$ cat src/rtl/mips_cpu_bus_pkg.sv
// Shared definitions for the bus CPU decode path: extension mode codes and
// default operand geometry.
package mips_cpu_bus_pkg;

    localparam int DEFAULT_DATA_WIDTH = 32;
    localparam int DEFAULT_IMM_WIDTH  = 16;
    localparam int DEFAULT_SA_WIDTH   = 5;
    localparam int DEFAULT_TAG_WIDTH  = 5;

    // Codes 5..7 are unassigned and extend to zero.
    typedef enum logic [2:0] {
        EXT_SIGN   = 3'd0,
        EXT_ZERO   = 3'd1,
        EXT_LUI    = 3'd2,
        EXT_SHAMT  = 3'd3,
        EXT_BRANCH = 3'd4
    } ext_mode_t;

endpackage

$ cat src/rtl/mips_cpu_bus_extend_stage_if.sv
// Handshake bundle for the operand-extension stage: input offer side and
// registered output side. The slave modport is the stage's view.
interface mips_cpu_bus_extend_stage_if
    import mips_cpu_bus_pkg::*;
#(
    parameter int DATA_WIDTH = DEFAULT_DATA_WIDTH,
    parameter int IMM_WIDTH  = DEFAULT_IMM_WIDTH,
    parameter int SA_WIDTH   = DEFAULT_SA_WIDTH,
    parameter int TAG_WIDTH  = DEFAULT_TAG_WIDTH
);
    logic                  in_valid;
    logic                  in_ready;
    logic [IMM_WIDTH-1:0]  in_imm;
    logic [SA_WIDTH-1:0]   in_sa;
    logic [2:0]            in_mode;
    logic [TAG_WIDTH-1:0]  in_tag;
    logic                  out_valid;
    logic                  out_ready;
    logic [DATA_WIDTH-1:0] out_data;
    logic [TAG_WIDTH-1:0]  out_tag;

    modport master (
        output in_valid, in_imm, in_sa, in_mode, in_tag, out_ready,
        input  in_ready, out_valid, out_data, out_tag
    );

    modport slave (
        input  in_valid, in_imm, in_sa, in_mode, in_tag, out_ready,
        output in_ready, out_valid, out_data, out_tag
    );

endinterface

$ cat src/rtl/mips_cpu_bus_extend_unit.sv
// Combinational mode -> operand function. Turns an immediate or shift amount
// into a full-width operand; unassigned mode codes give zero.
module mips_cpu_bus_extend_unit
    import mips_cpu_bus_pkg::*;
#(
    parameter int DATA_WIDTH = DEFAULT_DATA_WIDTH,
    parameter int IMM_WIDTH  = DEFAULT_IMM_WIDTH,
    parameter int SA_WIDTH   = DEFAULT_SA_WIDTH
) (
    input  logic [IMM_WIDTH-1:0]  imm,
    input  logic [SA_WIDTH-1:0]   sa,
    input  logic [2:0]            mode,
    output logic [DATA_WIDTH-1:0] operand
);
    localparam int UPPER = DATA_WIDTH - IMM_WIDTH;

    logic [DATA_WIDTH-1:0] imm_sext;

    assign imm_sext = {{UPPER{imm[IMM_WIDTH-1]}}, imm};

    // Select the extension; the branch shift drops the two top bits.
    always_comb begin
        operand = '0;
        case (mode)
            EXT_SIGN:   operand = imm_sext;
            EXT_ZERO:   operand = {{UPPER{1'b0}}, imm};
            EXT_LUI:    operand = {imm, {UPPER{1'b0}}};
            EXT_SHAMT:  operand = {{(DATA_WIDTH-SA_WIDTH){1'b0}}, sa};
            EXT_BRANCH: operand = imm_sext << 2;
            default:    operand = '0;
        endcase
    end

endmodule

$ cat src/rtl/mips_cpu_bus_extend_stage.sv
// Registered operand-extension stage with a two-entry skid buffer.
//
//   state | meaning
//   EMPTY | no entry held, out_valid low
//   ONE   | main register holds the oldest entry
//   FULL  | main and skid both hold entries; upstream is stalled
//
// in_ready is a register that mirrors "skid empty", so there is no path from
// out_ready to in_ready and no path from in_* to out_*.
module mips_cpu_bus_extend_stage
    import mips_cpu_bus_pkg::*;
#(
    parameter int DATA_WIDTH = DEFAULT_DATA_WIDTH,
    parameter int IMM_WIDTH  = DEFAULT_IMM_WIDTH,
    parameter int SA_WIDTH   = DEFAULT_SA_WIDTH,
    parameter int TAG_WIDTH  = DEFAULT_TAG_WIDTH
) (
    input logic clk,
    input logic reset,
    input logic flush,
    mips_cpu_bus_extend_stage_if.slave bus
);
    typedef enum logic [1:0] {
        EMPTY = 2'd0,
        ONE   = 2'd1,
        FULL  = 2'd2
    } state_t;

    state_t                state;
    logic                  out_valid_q;
    logic                  in_ready_q;
    logic [DATA_WIDTH-1:0] main_data;
    logic [TAG_WIDTH-1:0]  main_tag;
    logic [DATA_WIDTH-1:0] skid_data;
    logic [TAG_WIDTH-1:0]  skid_tag;
    logic [DATA_WIDTH-1:0] ext_operand;
    logic                  accept;
    logic                  drain;

    mips_cpu_bus_extend_unit #(
        .DATA_WIDTH (DATA_WIDTH),
        .IMM_WIDTH  (IMM_WIDTH),
        .SA_WIDTH   (SA_WIDTH)
    ) u_extend (
        .imm     (bus.in_imm),
        .sa      (bus.in_sa),
        .mode    (bus.in_mode),
        .operand (ext_operand)
    );

    assign accept = bus.in_valid && in_ready_q && !flush;
    assign drain  = out_valid_q && bus.out_ready;

    // Buffer state, storage and registered handshake outputs.
    always_ff @(posedge clk) begin
        if (reset) begin
            state       <= EMPTY;
            out_valid_q <= 1'b0;
            in_ready_q  <= 1'b1;
            main_data   <= '0;
            main_tag    <= '0;
            skid_data   <= '0;
            skid_tag    <= '0;
        end else if (flush) begin
            // A drain in this cycle has already been taken by downstream.
            state       <= EMPTY;
            out_valid_q <= 1'b0;
            in_ready_q  <= 1'b1;
        end else begin
            case (state)
                EMPTY: begin
                    if (accept) begin
                        main_data   <= ext_operand;
                        main_tag    <= bus.in_tag;
                        out_valid_q <= 1'b1;
                        state       <= ONE;
                    end
                end
                ONE: begin
                    if (accept && drain) begin
                        main_data <= ext_operand;
                        main_tag  <= bus.in_tag;
                    end else if (accept) begin
                        skid_data  <= ext_operand;
                        skid_tag   <= bus.in_tag;
                        in_ready_q <= 1'b0;
                        state      <= FULL;
                    end else if (drain) begin
                        out_valid_q <= 1'b0;
                        state       <= EMPTY;
                    end
                end
                FULL: begin
                    if (drain) begin
                        main_data  <= skid_data;
                        main_tag   <= skid_tag;
                        in_ready_q <= 1'b1;
                        state      <= ONE;
                    end
                end
                default: begin
                    state       <= EMPTY;
                    out_valid_q <= 1'b0;
                    in_ready_q  <= 1'b1;
                end
            endcase
        end
    end

    assign bus.in_ready  = in_ready_q;
    assign bus.out_valid = out_valid_q;
    assign bus.out_data  = main_data;
    assign bus.out_tag   = main_tag;

endmodule
$ cat src/flat_wrapper.sv
// flat-port wrapper written by rule: the top's interface ports become plain ports
module mips_cpu_bus_extend_stage_flat import mips_cpu_bus_pkg::*;
#(
    parameter int DATA_WIDTH = DEFAULT_DATA_WIDTH,
    parameter int IMM_WIDTH  = DEFAULT_IMM_WIDTH,
    parameter int SA_WIDTH   = DEFAULT_SA_WIDTH,
    parameter int TAG_WIDTH  = DEFAULT_TAG_WIDTH
)
  (clk, reset, flush, bus_in_valid, bus_in_imm, bus_in_sa, bus_in_mode, bus_in_tag, bus_out_ready, bus_in_ready, bus_out_valid, bus_out_data, bus_out_tag);
  mips_cpu_bus_extend_stage_if #(.DATA_WIDTH(DATA_WIDTH), .IMM_WIDTH(IMM_WIDTH), .SA_WIDTH(SA_WIDTH), .TAG_WIDTH(TAG_WIDTH)) bus_i ();
  input logic clk;
  input logic reset;
  input logic flush;
  input wire logic [$bits(bus_i.in_valid)-1:0] bus_in_valid;
  input wire logic [$bits(bus_i.in_imm)-1:0] bus_in_imm;
  input wire logic [$bits(bus_i.in_sa)-1:0] bus_in_sa;
  input wire logic [$bits(bus_i.in_mode)-1:0] bus_in_mode;
  input wire logic [$bits(bus_i.in_tag)-1:0] bus_in_tag;
  input wire logic [$bits(bus_i.out_ready)-1:0] bus_out_ready;
  output wire logic [$bits(bus_i.in_ready)-1:0] bus_in_ready;
  output wire logic [$bits(bus_i.out_valid)-1:0] bus_out_valid;
  output wire logic [$bits(bus_i.out_data)-1:0] bus_out_data;
  output wire logic [$bits(bus_i.out_tag)-1:0] bus_out_tag;
  assign bus_i.in_valid = bus_in_valid;
  assign bus_i.in_imm = bus_in_imm;
  assign bus_i.in_sa = bus_in_sa;
  assign bus_i.in_mode = bus_in_mode;
  assign bus_i.in_tag = bus_in_tag;
  assign bus_i.out_ready = bus_out_ready;
  assign bus_in_ready = bus_i.in_ready;
  assign bus_out_valid = bus_i.out_valid;
  assign bus_out_data = bus_i.out_data;
  assign bus_out_tag = bus_i.out_tag;
  mips_cpu_bus_extend_stage #(.DATA_WIDTH(DATA_WIDTH), .IMM_WIDTH(IMM_WIDTH), .SA_WIDTH(SA_WIDTH), .TAG_WIDTH(TAG_WIDTH)) u_core (.clk(clk), .reset(reset), .flush(flush), .bus(bus_i));
endmodule
$ cat config.mk
export PLATFORM = sky130hd
export DESIGN_NAME = mips_cpu_bus_extend_stage_flat
export DESIGN_NICKNAME = d
export VERILOG_FILES = /design/src/rtl/mips_cpu_bus_pkg.sv /design/src/rtl/mips_cpu_bus_extend_stage_if.sv /design/src/rtl/mips_cpu_bus_extend_unit.sv /design/src/rtl/mips_cpu_bus_extend_stage.sv /design/src/flat_wrapper.sv
export SDC_FILE = /design/constraint.sdc
export NUM_CORES = 1
export LEC_CHECK = 0
export ABC_AREA = 1
export CAP_MARGIN = 0
export CORE_MARGIN = 10
export CORE_UTILIZATION = 47
export DETAILED_ROUTE_END_ITERATION = 12
export PLACE_DENSITY = 0.75
export SETUP_SLACK_MARGIN = 0.4
export SYNTH_ARGS = -nofsm -noshare
export SYNTH_HDL_FRONTEND = slang
export SYNTH_SLANG_ARGS = --single-unit
$ cat constraint.sdc
create_clock -name clk -period 3.7 [get_ports clk]
set_input_delay 0.555 -clock clk [delete_from_list [all_inputs] [get_ports clk]]
set_output_delay 0.555 -clock clk [all_outputs]
set_load 0.02 [all_outputs]
# Yosys cells after proc, flatten, opt, wreduce, memory -nomap -nowiden
# Index checks and enable logic that the tools add are counted.
[op_classes]
reduce_logical = 14
eq_ne = 14
mux = 24
n_bitwise = 4
[ops]
columns = ["op", "n"]
rows = [
  ["$pmux W32 S5", 1],
  ["$mux W32", 3],
  ["$pmux W32 S3", 1],
  ["$mux W5", 3],
  ["$pmux W5 S3", 1],
  ["$reduce_and A4 Y1", 3],
  ["$mux W2", 5],
  ["$ne A2 B1 Y1 const B", 5],
  ["$reduce_and A5 Y1", 2],
  ["$mux W1", 7],
  ["$eq A3 B2 Y1 const B", 2],
  ["$pmux W1 S3", 2],
  ["$pmux W2 S3", 1],
  ["$logic_and A1 B1 Y1", 4],
  ["$ne A2 B2 Y1 const B", 2],
  ["$not A1 Y1", 4],
  ["$eq A3 B1 Y1 const B", 1],
  ["$eq A3 B3 Y1 const B", 1],
  ["$logic_not A3 Y1", 1],
  ["$ne A3 B1 Y1 const B", 1],
  ["$reduce_bool A3 Y1", 1],
  ["$eq A2 B1 Y1 const B", 1],
  ["$eq A2 B2 Y1 const B", 1],
  ["$logic_not A2 Y1", 1],
  ["other kinds (2)", 2],
]
[word_totals]
wordCells = 63
register_bits = 78
output_inout_bits = 39

# Logic depth before layout (Yosys ltp)
# Gate-level depths: netlist (run 1).
[logic_depth]
depth_word = 5
depth_mapped = 11
ltp_nobuf = 9

# Modules after synthesis
# A second synthesis (run 1) with hierarchy kept.
[hier_totals]
cells_unflattened = 649
hier_area_um2 = 4116.4
[by_module_without_submodules]
columns = ["mod", "seq_area_each_um2", "cells_per_inst", "area_each_um2", "n_inst"]
rows = [
  ["mips_cpu_bus_extend_stage", 1561.5, 528, 3519.6, 1],
  ["mips_cpu_bus_extend_unit", 0.0, 121, 596.8, 1],
]

# Least setup slack after synthesis (run 1)
# OpenSTA, ideal clock, no wires.
[synth_timing]
kind = "input port to flip-flop"
start = "input bus_in_mode[2]"
end = "register u_core.main_data[18] (netlist: u_core.bus.out_data[18])"
stages = 9
arrival_time_ns = 1.470
required_time_ns = 3.588
n_path_buf = 2
path_slack_ns = 2.118
cell_sequence = "buf_2 inv_1 nand3_1 inv_2 buf_4 a21oi_1 nor2_1 nor2_1 nor2_1"
[synth_between]
elab_chain_cells = 4
word_cells_on_any_way = 9
classes_between = "eq/ne (4); mux (4); reduce/logical (1)"
[synth_rtl]
columns = ["item", "line", "text"]
rows = [
  ["from (decl)", "flat_wrapper.sv:17", "input wire logic [$bits(bus_i.in_mode)-1:0] bus_in_mode;"],
  ["$eq A3 B3 Y1, or another cell as far along", "mips_cpu_bus_extend_unit.sv:24", "case (mode)"],
  ["$pmux W32 S5 *", "mips_cpu_bus_extend_unit.sv:24", ""],
  ["$mux W32, on equally long branches", "mips_cpu_bus_extend_stage.sv:80, mips_cpu_bus_extend_stage.sv:72", ""],
  ["$pmux W32 S3 *", "mips_cpu_bus_extend_stage.sv:70", "case (state)"],
  ["to (signal assigned)", "mips_cpu_bus_extend_stage.sv:73", "main_data <= ext_operand;"],
  ["to (signal assigned)", "mips_cpu_bus_extend_stage.sv:81", "main_data <= ext_operand;"],
  ["to (signal assigned)", "mips_cpu_bus_extend_stage.sv:95", "main_data <= skid_data;"],
  ["to (decl)", "mips_cpu_bus_extend_stage.sv:32", "logic [DATA_WIDTH-1:0] main_data;"],
]
# Mark *: on every way between the ends. The rest lies on a longest branch, timed or not. The select of a mux whose other input is x is not followed.
# A chain may end at the register's enable or synchronous reset.

# Worst setup path in the final report (run 1)
[layout_timing]
start = "input bus_in_valid"
end = "register u_core.main_data[22] (netlist: u_core.bus.out_data[22])"
[layout_between]
elab_chain_cells = 5
word_cells_on_any_way = 6
classes_between = "eq/ne (2); reduce/logical (4)"
[layout_rtl]
columns = ["item", "line", "text"]
rows = [
  ["from (decl)", "flat_wrapper.sv:14", "input wire logic [$bits(bus_i.in_valid)-1:0] bus_in_valid;"],
  ["$logic_and A1 B1 Y1 * (2 in a row)", "mips_cpu_bus_extend_stage.sv:51", "assign accept = bus.in_valid && in_ready_q && !flush;"],
  ["$logic_and A1 B1 Y1", "mips_cpu_bus_extend_stage.sv:80", "if (accept && drain) begin"],
  ["$ne A2 B1 Y1 (no line)", "-", ""],
  ["$reduce_and A5 Y1 (no line) *", "-", ""],
]
# Mark *: on every way between the ends. The rest lies on a longest branch, timed or not.

==> metrics.md, run 1 <==
| Metric | Value |
|---|---|
| Number of global-route vias before repair | 3707 |
| Hold_buf cts | 0 |
| Die span in x | 111 µm |
| Max IR drop VDD | 378 µV |
| Setup violators final | 0 |
| Hold EP | u_core.skid_tag[1] |
| Post-Route WL | 10700 µm |
| Final period utilization | 0.629 |
| Per-cell routed wire length | 13.8 µm |
| Longest Clk Path Bufs | 2 |
| Ys Warns | 0 |
| Clk sinks | 78 |
| RSZ-0062 raised after global routing | false |
| Power Density | 408 nW/µm² |
| Starting Density | 0.480 |
| HP Class | reg2reg |
| Max frequency | 430 MHz |
| Post-CTS Setup Bufs | 0 |
| Drt via density | 5.14 |
| Hold Path Stages | 2 |
| Setup_tns | 0 ns |
| Fin cells | 774 |
| Most frequent cells in the layout | nand2_1, dfxtp_1, nor2_1, clkdlybuf4s50_1, nand3_1 |
| Switching power total | 0.503 mW |
| CTS tree | yes |
| Core box area | 8180 µm² |
| Die outline height | 111 µm |
| Pins Over Slew Limit | 0 |
| Nets | 698 |
| EDFF count, synth | 0 |
| CP Class | in2reg |
| Post-synthesis sequential area ratio | 0.398 |
| Max_slew headroom | 0.559 |
| Crit. End Element | flop |
| Post-CTS sizing | 0 |
| Worst Hold Launch | u_core.skid_tag[1] |
| Hold Vio Cnt, Final | 0 |
| Reg-to-Reg Start | u_core.bus.in_ready |
| Commonest non-fill, non-tap cell in the layout | nand2_1 |
| Fillers | 755 |
| Post-DRT Antenna Nets | 0 |
| Leakage dissipation | 2.14 nW |
| Synth Flop Type | dfxtp_1 |
| Clk root buf | clkbuf_8 |
| Syn Std Cell Area | 3930 µm² |
| Sw Ratio | 0.254 |
| Max-cap violations | 0 |
| Reg2Reg Depth | 9 |
| Utilization after layout | 0.594 |
| 1st-iter DRT viols | 316 |
| Row count | 33 |
| Slew @ Worst Pin | 0.661 ns |
| Clk slew on worst S/H paths | 0.08 ns |
| Syn Area/Cell | 6.42 µm² |
| Nature of the critical path startpoint | primary input |
| CP arrival | 2.62 ns |
| R2r endpoint | u_core.bus.out_data[22] |
| Placed Cells | 758 |
| Finished Cell Area | 4850 µm² |
| Yosys reg bits | 78 |
| Reg2Reg Setup Slack | 1.65 ns |
| Global-route wire length before repair | 17900 µm |
| Count of cell types in the netlist | 27 |
| Port Buf Inserts | 72 |
| Internal power | 1.48 mW |
| Async SR Flop Fraction | 0 |
| Worst-path maximum fanout | 26 |
| Antenna violations before repair | 0 |
| Total CTS buffers | 9 |
| First-pass detailed-route iteration total | 6 |
| Clock network power share | 0.404 |
| Final Skew | 0.00713 ns |
| IO Pins | 73 |
| Overall power | 1.98 mW |
| Layout cells sized above 1 | 0.0598 |
| Die area | 12400 µm² |
| Largest net degree at the start of global routing | 54 |
| Overflow after GRT | 0 |
| Seq pwr share | 0.446 |
| Vias | 3982 |
| Global placement routability congestion | 0.873 |
| DP Area | 4600 µm² |
| Cell count after synthesis | 612 |
| Worst Path Required | 3.99 ns |
| Htree depth | 3 |
| Clock Latency Late Sink | 0.35 ns |
| Status | completed |
| Comb pwr share | 0.150 |
| Post-Syn Nets | 646 |
| Final HPWL DP | 7330 µm |
| Syn-to-layout area delta | 23.6% |
| # diodes | 0 |
| Total GRT Usage | 0.168 |
| Drt drc | 0 |
| Min Clock Period, post-route | 2.33 ns |
==> flip-flops by register name, summed over array words and instances (netlist names) <==
name	count
u_core.bus.out_data	32
u_core.skid_data	32
u_core.bus.out_valid	1
u_core.skid_tag	5
u_core.state	2
u_core.bus.in_ready	1
u_core.bus.out_tag	5
==> layer usage <==
| metal | global-route usage | up-vias | share of wire |
|---|---|---|---|
| met1 | 0.214 | 1827 | 0.46 |
| li1 | - | 2029 | - |
| met4 | 0.0411 | 0 | 0.012 |
| met3 | 0.0429 | 15 | 0.059 |
| met2 | 0.277 | 111 | 0.47 |
| met5 | 0 | - | 0 |
==> metrics by stage <==
step	worst slack (ns)	hold slack (ns)
floorplan	2.12	0.425
global placement	0.964	0.434
detailed placement	0.949	0.443
CTS	1.31	0.454
global route	1.15	0.478
finish	1.37	0.450
==> final cells by class <==
cell class	instances	area [µm²]	area share
clock buffers	13	159	0.0327
clock inverters	3	90.1	0.0186
inverters	45	169	0.0348
multi-input cells	452	1980	0.407
flip-flops and latches	78	1560	0.322
well taps	105	131	0.0271
repair buffers	78	766	0.158
==> cells by family (layout without fill, tap and decap cells) <==
logic type / Yosys count / in the layout / synth area share
AO/OA/AOI/OAI: 96 / 96 / 0.132
buffers and inverters: 82 / 139 / 0.0991
flip-flops: 78 / 78 / 0.398
AND/OR/NAND/NOR: 356 / 356 / 0.371
==> cell usage after synthesis, drive strengths merged, types with 5 or more instances <==
master | count | share of area
nand3 | 42 | 0.055
clkbuf | 8 | 0.0076
inv | 44 | 0.042
o21ai | 40 | 0.051
buf | 29 | 0.048
nand2 | 229 | 0.22
a31oi | 11 | 0.018
nand4 | 5 | 0.0080
a21oi | 41 | 0.056
dfxtp | 78 | 0.40
nor2 | 80 | 0.086
==> power groups by stage <==
| stage | Clock [mW] | Sequential (mW) | Combinational (mW) |
|---|---|---|---|
| 2_1_floorplan | 0 | 0.929 | 0.152 |
| 3_3_place_gp | 0 | 0.902 | 0.295 |
| 3_5_place_dp | 0 | 0.903 | 0.297 |
| 4_1_cts | 0.805 | 0.883 | 0.299 |
| 5_1_grt | 0.839 | 0.886 | 0.332 |
| 6_report | 0.799 | 0.883 | 0.297 |
==> worst max-delay path by stage <==
stage / slack [ns] / from / cells past startpoint / to
after floorplan: 2.12 / bus_in_mode[2] / 9 / u_core.bus.out_data[18]
after global placement: 0.96 / bus_in_valid / 9 / u_core.bus.out_data[28]
after detailed placement: 0.95 / bus_in_valid / 10 / u_core.bus.out_data[22]
after CTS: 1.31 / bus_in_valid / 10 / u_core.bus.out_data[22]
after global routing: 1.15 / bus_in_valid / 10 / u_core.bus.out_data[22]
final: 1.37 / bus_in_valid / 10 / u_core.bus.out_data[22]
==> critical path: stages <==
cell	delay (ns)
clkdlybuf4s50_1	0.47
nand2_1	0.05
nor2_1	0.18
nand2_1	0.13
nand2_4	0.16
nand3_2	0.41
buf_4	0.40
nand2_1	0.09
nand2_1	0.04
nor2_1	0.11
(Power assumes the default switching activity.)
==> inputs of run 2 (changes only) <==
- clock period: 3.7 -> 2.3 ns (I/O delays scaled with it)
==> metrics.md, run 2 (synthesis gave the netlist of run 1 again) <==
| Metric | Value |
|---|---|
| Max_slew headroom | 0.675 (+0.117) |
| Status | completed |
| Register area | 1560 µm² (unchanged) |
| Post-DRT Antenna Nets | 0 (unchanged) |
| Setup_tns | 0 ns (unchanged) |
| Placed Cells | 766 (+1.1%) |
| Commonest non-fill, non-tap cell in the layout | nand2_1 |
| Htree depth | 3 (unchanged) |
| Fillers | 789 (+4.5%) |
| Core box area | 8180 µm² (unchanged) |
| Clk slew on worst S/H paths | 0.08 ns (about the same) |
| Place WS | 0.213 ns (-0.737 ns) |
| Die outline height | 111 µm (unchanged) |
| Global placement routability congestion | 0.909 (+4.1%) |
| Die span in x | 111 µm (unchanged) |
| Drt drc | 0 (unchanged) |
| Final Skew | 0.00786 ns (+0.000726 ns) |
| Power Density | 622 nW/µm² (+52%) |
| Layout cells sized above 1 | 0.0739 (+0.0141) |
| Final period utilization | 0.750 |
| Overflow after GRT | 0 (unchanged) |
| Seq pwr share | 0.465 (+0.019) |
| Post-Route WL | 10500 µm (-1.7%) |
| Worst-path maximum fanout | 37 (+42%) |
| Clock Latency Late Sink | 0.35 ns (about the same) |
| IO Pins | 73 (unchanged) |
| Global-route wire length before repair | 17600 µm (-1.8%) |
| Min Clock Period, post-route | 1.72 ns |
| Clk sinks | 78 (unchanged) |
| Nature of the critical path startpoint | flop |
| Slew @ Worst Pin | 0.487 ns (-0.174 ns) |
| Pins Over Slew Limit | 0 (unchanged) |
| Area of the multi-input gates | 1980 µm² (+0.25%) |
| Die area | 12400 µm² (unchanged) |
| CP Class | reg2reg |
| CP arrival | 1.98 ns (-0.64 ns) |
| Hold Vio Cnt, Final | 0 (unchanged) |
| Max IR drop VDD | 416 µV (+9.9%) |
| Row count | 33 (unchanged) |
| Post-route setup slack | 0.576 ns (-0.797 ns) |
| Max-cap violations | 0 (unchanged) |
| Total GRT Usage | 0.165 (-0.00318) |
| # diodes | 0 (unchanged) |
| Number of global-route vias before repair | 3641 (-1.8%) |
| HP Class | reg2reg |
| RSZ-0062 raised after global routing | false |
| Leakage dissipation | 2.16 nW (+1.2%) |
| Worst Path Required | 2.55 ns (-1.44 ns) |
| Most frequent cells in the layout | nand2_1, dfxtp_1, nor2_1, clkdlybuf4s50_1, nand3_1 |
| Largest net degree at the start of global routing | 54 (unchanged) |
| Per-cell routed wire length | 13.5 µm (-2.7%) |
| Reg2Reg Setup Slack | 0.58 ns (-1.07 ns) |
| Routed length on met2 | 5060 µm (-0.18%) |
| Clk root buf | clkbuf_8 |
| Longest Clk Path Bufs | 2 (unchanged) |
| Clock network power share | 0.375 (-0.029) |
| Post-CTS Setup Bufs | 0 (unchanged) |
| Met3 routed WL | 640 µm (+1.3%) |
| Met1 Wirelength | 4700 µm (-3.7%) |
| CTS tree | yes |
| Port Buf Inserts | 72 (unchanged) |
| Nets | 706 (+1.1%) |
| Antenna violations before repair | 0 (unchanged) |
| Setup violators final | 0 (unchanged) |
| Comb pwr share | 0.160 (+0.010) |
| Internal power | 2.21 mW (+50%) |
| First-pass detailed-route iteration total | 5 (-1) |
| Starting Density | 0.480 (unchanged) |
| 1st-iter DRT viols | 329 (+4.1%) |
| Vias | 4002 (+0.50%) |
| Total CTS buffers | 9 (unchanged) |
| Fin cells | 782 (+1.0%) |
| Max frequency | 580 MHz |
| Drt via density | 5.12 (-0.53%) |
| Crit. End Element | flop |
| Final HPWL DP | 7550 µm (+3.0%) |
| Sw Ratio | 0.274 (+0.0197) |
| Top routing layer used | met4 |
| Switching power total | 0.835 mW (+66%) |
| Syn-to-layout area delta | 24.9% |
run 2: layout make-up:
cell class | count | area share
well taps | 105 | 0.0268
inverters | 45 | 0.0349
clock inverters | 7 | 0.0199
clock buffers | 9 | 0.0253
multi-input cells | 452 | 0.404
flip-flops and latches | 78 | 0.318
repair buffers | 86 | 0.171
run 2: critical path, cell delays in order, from the launching register on:
cell and delay, ns:
dfxtp_1 0.49, inv_2 0.10, nor2_4 0.11, buf_4 0.28, inv_4 0.21, nand2_1 0.10, o21ai_0 0.08, o21ai_0 0.20
nor2_1 0.05
run 2: power by group through the flow:
stage	Combinational, mW	Clock [mW]	Sequential, mW
after floorplan	0.245	0	1.49
after global placement	0.481	0	1.45
after CTS	0.489	1.16	1.42
after global routing	0.543	1.23	1.43
final	0.488	1.14	1.42
after detailed placement	0.486	0	1.45
run 2: through the flow:
stage	hold slack, ns	cell area (µm²)	utilization	power, mW
2_1_floorplan	0.414	3930	-	1.74
3_3_place_gp	0.437	4680	0.572	1.93
3_5_place_dp	0.443	4680	0.572	1.94
4_1_cts	0.457	4900	0.599	3.07
5_1_grt	0.486	4900	0.600	3.19
6_report	0.454	4900	0.600	3.05
run 2: repair_timing:
action | CTS | global route
hold buffers | 0 | 0
setup endpoints to repair | 0 | 23
endpoints found under the hold margin | 0 | 0
resized for setup | 0 | 3
run 2: worst paths after layout:
| kind | end | cells past startpoint | startpoint |
|---|---|---|---|
| min reg2reg | u_core.skid_tag[0] | 2 | u_core.skid_tag[0] |
| max reg2reg | u_core.bus.out_tag[3] | 8 | u_core.state[1] |
| min | u_core.skid_tag[0] | 2 | u_core.skid_tag[0] |
| max | u_core.bus.out_tag[3] | 8 | u_core.state[1] |
run 2: metal layers:
layer / vias up / GRT usage
li1: 2049 / -
met1: 1830 / 0.210
met2: 112 / 0.267
met3: 11 / 0.0478
met4: 0 / 0.0437
met5: - / 0
